--- src/rtl/vga_pkg.sv ---
// Shared VGA frame-buffer definitions: timing totals, swap FSM states, buffer-select encoding.
// Latency: none (declarations only).
// Backpressure: none.
package vga_pkg;

    // Default frame geometry, shared with the timing generator and frame buffer.
    localparam int unsigned VGA_H_TOTAL = 1056;
    localparam int unsigned VGA_V_TOTAL = 628;

    // Buffer-swap scheduler states.
    typedef enum logic [1:0] {
        INIT   = 2'd0,
        RENDER = 2'd1,
        READY  = 2'd2,
        SWAP   = 2'd3
    } fb_state_t;

    // disp_sel encoding: which buffer the display path reads.
    localparam logic DISP_A = 1'b0;  // display A, renderer writes B
    localparam logic DISP_B = 1'b1;  // display B, renderer writes A

endpackage

--- src/rtl/fb_swap_ctrl_sat_counter.sv ---
// Saturating up-counter with synchronous clear; clear has priority over increment.
// Latency: count updates on the clock edge after inc_i/clr_i.
// Backpressure: none; increments at the limit are absorbed silently.
module sat_counter #(
    parameter int WIDTH = 8,
    parameter int LIMIT = 255
) (
    input  logic             clk,
    input  logic             rst,
    input  logic             inc_i,
    input  logic             clr_i,
    output logic [WIDTH-1:0] cnt_o
);

    localparam logic [WIDTH-1:0] LIM = WIDTH'(LIMIT);

    logic [WIDTH-1:0] cnt_q;
    logic [WIDTH-1:0] cnt_d;

    // Next count: clear wins, otherwise step up until the limit is reached.
    always_comb begin
        cnt_d = cnt_q;
        if (clr_i) begin
            cnt_d = '0;
        end else if (inc_i && (cnt_q < LIM)) begin
            cnt_d = cnt_q + 1'b1;
        end
    end

    // Count register, cleared asynchronously.
    always_ff @(posedge clk or negedge rst) begin
        if (!rst) begin
            cnt_q <= '0;
        end else begin
            cnt_q <= cnt_d;
        end
    end

    assign cnt_o = cnt_q;

endmodule

--- src/rtl/fb_swap_ctrl.sv ---
// Double-buffer swap scheduler: swaps display/render buffers only at end of frame after a finished render.
// Latency: all outputs registered; disp_sel/swap/render_start change on the edge after the eof cycle.
// Backpressure: en=0 holds a finished frame in READY; a missing render_done repeats the old frame and counts it late.
module fb_swap_ctrl
    import vga_pkg::*;
#(
    parameter int H_TOTAL    = VGA_H_TOTAL,
    parameter int V_TOTAL    = VGA_V_TOTAL,
    parameter int LATE_LIMIT = 4,
    parameter int CNT_W      = 8
) (
    input  logic             clk,
    input  logic             rst,
    input  logic             en,
    input  logic [10:0]      hcount,
    input  logic [10:0]      vcount,
    input  logic             render_done,
    output logic             disp_sel,
    output logic             render_start,
    output logic             swap,
    output logic [CNT_W-1:0] late_cnt,
    output logic             stall
);

    localparam logic [10:0]      H_LAST   = 11'(H_TOTAL - 1);
    localparam logic [10:0]      V_LAST   = 11'(V_TOTAL - 1);
    localparam int               LATE_MAX = (1 << CNT_W) - 1;
    localparam logic [CNT_W-1:0] STALL_AT = CNT_W'(LATE_LIMIT);
    localparam logic [CNT_W-1:0] STALL_PRE = CNT_W'(LATE_LIMIT - 1);

    fb_state_t        state_q, state_d;
    logic             disp_sel_q, disp_sel_d;
    logic             render_start_q, render_start_d;
    logic             swap_q, swap_d;
    logic             stall_q, stall_d;
    logic             late_inc;
    logic             consec_clr;
    logic [CNT_W-1:0] consec;
    logic             eof;

    // Last pixel of the last line; out-of-range counts simply never match.
    assign eof = (hcount == H_LAST) && (vcount == V_LAST);

    // Scheduler next-state and registered-output decode.
    always_comb begin
        state_d        = state_q;
        disp_sel_d     = disp_sel_q;
        render_start_d = 1'b0;
        swap_d         = 1'b0;
        late_inc       = 1'b0;
        consec_clr     = 1'b0;

        case (state_q)
            INIT: begin
                render_start_d = 1'b1;
                state_d        = RENDER;
            end
            RENDER: begin
                if (render_done) begin
                    // Done on the boundary itself is on time; with en=0 the frame waits in READY.
                    if (eof && en) begin
                        state_d = SWAP;
                    end else begin
                        state_d = READY;
                    end
                end else if (eof) begin
                    // Frame boundary passed without a new frame: front buffer repeats.
                    late_inc = 1'b1;
                end
            end
            READY: begin
                // Further render_done pulses here are ignored; a frozen boundary is not late.
                if (eof && en) begin
                    state_d = SWAP;
                end
            end
            SWAP: begin
                state_d = RENDER;
            end
            default: begin
                state_d = INIT;
            end
        endcase

        // Entering SWAP: outputs of the swap cycle are loaded on this edge.
        if (state_d == SWAP) begin
            disp_sel_d     = ~disp_sel_q;
            swap_d         = 1'b1;
            render_start_d = 1'b1;
            consec_clr     = 1'b1;
        end
    end

    // Stall follows the consecutive-late count as it will be after this edge.
    always_comb begin
        stall_d = 1'b0;
        if (!consec_clr) begin
            if (late_inc) begin
                stall_d = (consec >= STALL_PRE);
            end else begin
                stall_d = (consec >= STALL_AT);
            end
        end
    end

    // State and output registers.
    always_ff @(posedge clk or negedge rst) begin
        if (!rst) begin
            state_q        <= INIT;
            disp_sel_q     <= DISP_A;
            render_start_q <= 1'b0;
            swap_q         <= 1'b0;
            stall_q        <= 1'b0;
        end else begin
            state_q        <= state_d;
            disp_sel_q     <= disp_sel_d;
            render_start_q <= render_start_d;
            swap_q         <= swap_d;
            stall_q        <= stall_d;
        end
    end

    // Total late frames since reset; never cleared by a swap.
    sat_counter #(
        .WIDTH (CNT_W),
        .LIMIT (LATE_MAX)
    ) u_late_cnt (
        .clk   (clk),
        .rst   (rst),
        .inc_i (late_inc),
        .clr_i (1'b0),
        .cnt_o (late_cnt)
    );

    // Late frames since the last swap, capped at the stall threshold.
    sat_counter #(
        .WIDTH (CNT_W),
        .LIMIT (LATE_LIMIT)
    ) u_consec_cnt (
        .clk   (clk),
        .rst   (rst),
        .inc_i (late_inc),
        .clr_i (consec_clr),
        .cnt_o (consec)
    );

    assign disp_sel     = disp_sel_q;
    assign render_start = render_start_q;
    assign swap         = swap_q;
    assign stall        = stall_q;

endmodule

--- config.mk ---
export PLATFORM = sky130hd
export DESIGN_NAME = fb_swap_ctrl
export DESIGN_NICKNAME = d
export VERILOG_FILES = /design/src/rtl/vga_pkg.sv /design/src/rtl/fb_swap_ctrl_sat_counter.sv /design/src/rtl/fb_swap_ctrl.sv
export SDC_FILE = /design/constraint.sdc
export NUM_CORES = 1
export LEC_CHECK = 0
export BUFFER_PORTS_ARGS = -buffer_cell sky130_fd_sc_hd__buf_2
export CORE_MARGIN = 3
export CORE_UTILIZATION = 50
export CTS_CLUSTER_SIZE = 20
export DETAILED_ROUTE_END_ITERATION = 7
export HOLD_SLACK_MARGIN = 0.12
export PLACE_DENSITY_LB_ADDON = 0.05
export SYNTH_ARGS = -nofsm -noshare
export SYNTH_HDL_FRONTEND = slang
export SYNTH_HIERARCHICAL = 1
export SYNTH_SLANG_ARGS = --single-unit
--- constraint.sdc ---
create_clock -name clk -period 2.7 [get_ports clk]
set_input_delay 0.135 -clock clk [delete_from_list [all_inputs] [get_ports clk]]
set_output_delay 0.135 -clock clk [all_outputs]
set_load 0.005 [all_outputs]
==> flow_metrics.tcl <==
set metrics [dict create \
    grt_pass1_wl_um 4630 \
    syn-cell-area_um2 1270 \
    wl_um 2620 \
    cts-resized-gates 0 \
    track_usage 0.181 \
    start_util 0.550 \
    fin_skew_ns 0.00134 \
    cts_inserted_buffers 3 \
    arrival_ns 2.52 \
    syn_inst 120 \
    area_growth_pct 21.9 \
    critPathMaxFanout 10 \
    whs_path_depth 4 \
    synth_common_cells "dfrtp_1, nor2b_1, nor3_1" \
    fmax_mhz 435 \
    setup_tns_ns 0 \
    synth_top_cell_by_area "dfrtp_1" \
    cp_top_family "simple AND/OR/NAND/NOR gates" \
    gp_congestion 0.816 \
    synthArstFlopShare 1.00 \
    die_area_um2 3190 \
    cts_max_path_buffers 2 \
    avgSynthCellArea_um2 10.6 \
    cts_tree "done" \
    place_inst 185 \
    synth_top_area_frac 0.432 \
    setup_viol 0 \
    antenna_found_initial 0 \
    cp.required_ns 2.92 \
    ir_worst_vdd_uv 489 \
    drc_errors 0 \
    final.min_clock_period_ns 2.30 \
    clkLatencyLatePin_ns 0.30 \
    power_per_cell_area_nw_per_um2 612 \
    cts-root-buf "clkbuf_4" \
    outcome "finished clean" \
    synth.most_common_cell "dfrtp_1" \
    holdPathEnd "stall" \
    slowest_stage "dfrtp_1" \
    overflow 0 \
    critPathKind "reg -> reg" \
    fp.dieH_um 56.5 \
    rsz0062_at_grt "false" \
    crit_chain "inv_1, ha_1, nand2b_1, nor4_2, and2_1, nand3_1, or3_1, a211oi_1" \
    antenna_cells 0 \
    postRouteAntennaNets 0 \
    vias 1084 \
    hold_violations 0 \
    drt_iter0_markers 27 \
    dp_hpwl_um 2070 \
    reg2reg_from "state_q[1]" \
    ios 38 \
    ys_ff_latch 22 \
    fin_crit_sh 0.851 \
    ys_seq_area_frac 0.432 \
    routedWlPerCell_um 13.7 \
    portBuffers 37 \
    crit_buf_inv 1 \
    die_w_um 56.5 \
    r2r_cells 8 \
    r2r-end "u_late_cnt/cnt_o[7]" \
    timing.final.max_slew_violations 0 \
    h-tree-depth 1 \
    rows 17 \
    core_um2 2320 \
    synth_edf_count 0 \
    synthFlopType "dfrtp_1" \
    cp-end-kind "flop" \
    crit_cells 8 \
    first_pass_iters 4 \
    finalHoldWorstSlack_ns 0.157 \
    critPathMaxStageDelay_ns 0.42 \
    fin_nets 195 \
    p_leak_nw 0.776 \
    drive_gt1_frac 0.350 \
    clkSinkCount 22 \
    vias_per_cell 5.68 \
    worst_hold_startpoint "hcount[5]" \
    crit_path_start_kind "flop" \
    yosysWarnings 6 \
    stdcell_count 191 \
    r2r_setup_slack_ns 0.40 \
    hold_path.class "in -> reg" \
    grt_max_degree 23 \
    ys_types 46 \
    cap_violations 0 \
    cts.reportedPaths.clkPinSlew_ns 0.13 \
    synth_area_leaders "dfrtp_1, ha_1, nor2b_1, nor4b_4, nand2b_1" \
    grt_pass1_vias 1105 \
]
## cell usage in the layout, fill, tap and decap left out, types with 2 or more instances in the layout
| master | instances |
|---|---|
| a21o_2 | 2 |
| a21oi_1 | 4 |
| a31oi_1 | 4 |
| and2_1 | 2 |
| buf_2 | 37 |
| clkbuf_4 | 3 |
| conb_1 | 2 |
| dfrtp_1 | 22 |
| dlygate4sd3_1 | 2 |
| ha_1 | 5 |
| inv_1 | 6 |
| mux2_2 | 2 |
| mux2i_1 | 3 |
| nand2_1 | 4 |
| nand2b_1 | 6 |
| nand3_1 | 2 |
| nand4_1 | 3 |
| nand4b_1 | 2 |
| nor2_1 | 6 |
| nor2b_1 | 9 |
| nor3_1 | 7 |
| nor4b_4 | 2 |
| o21ai_0 | 2 |
## layout make-up
type	instances	area, µm²
flip-flops and latches	22	551
inverters	6	22.5
well taps	28	35.0
fillers	196	764
repair buffers	40	213
multi-input cells	91	697
clock buffers	4	36.3
## worst max-delay path by stage
stage / start / endpoint
after CTS: state_q[1] / u_late_cnt/cnt_o[7]
after floorplan: vcount[3] / u_late_cnt/cnt_o[7]
after global placement: vcount[3] / u_consec_cnt/cnt_o[0]
after detailed placement: vcount[3] / u_late_cnt/cnt_o[7]
after global routing: state_q[1] / u_late_cnt/cnt_o[7]
final: state_q[1] / u_late_cnt/cnt_o[7]
## through the flow
stage	util	area (µm²)	power [mW]	worst slack (ns)
CTS	0.670	1550	0.962	0.391
finish	0.670	1550	0.951	0.401
global placement	0.646	1500	0.752	0.437
floorplan	-	1280	0.648	0.671
detailed placement	0.646	1500	0.775	0.333
global route	0.670	1550	1.03	0.150
## metal layers
| layer | vias up | global-route usage | wire (µm) |
|---|---|---|---|
| met5 | - | 0 | 0 |
| met4 | 0 | 0.0712 | 29 |
| met3 | 2 | 0.0276 | 134 |
| met2 | 29 | 0.337 | 1350 |
| met1 | 530 | 0.204 | 1110 |
| li1 | 523 | - | - |
## report_power, final
group          internal, mW  total [mW]  switching, mW
Combinational         0.173       0.369          0.195
Clock                0.0823       0.185          0.103
Sequential            0.369       0.397         0.0276
## tightest hold or removal path, cell delays in order
cell and delay (ns):
buf_2 0.10, nor4b_4 0.05, nand4_1 0.09, a22oi_1 0.06
## state kept, by name, summed over array words and instances (netlist names)
| signal | cells |
|---|---|
| u_late_cnt/cnt_o | 8 |
| render_start | 1 |
| stall | 1 |
| state_q | 2 |
| u_consec_cnt/cnt_o | 8 |
| swap | 1 |
| disp_sel | 1 |
## cells by family after synthesis
group / synth area share
multiplexers: 0.0530
adder cells (fa/ha/maj): 0.0491
AO/OA/AOI/OAI: 0.0962
other: 0.00294
buffers and inverters: 0.0245
AND/OR/NAND/NOR: 0.343
flip-flops: 0.432
## repair_timing
item,4_1_cts,5_1_grt
endpoints found under the hold margin,23,0
setup buffers,0,0
hold buffers,2,0
(Power assumes the default switching activity.)
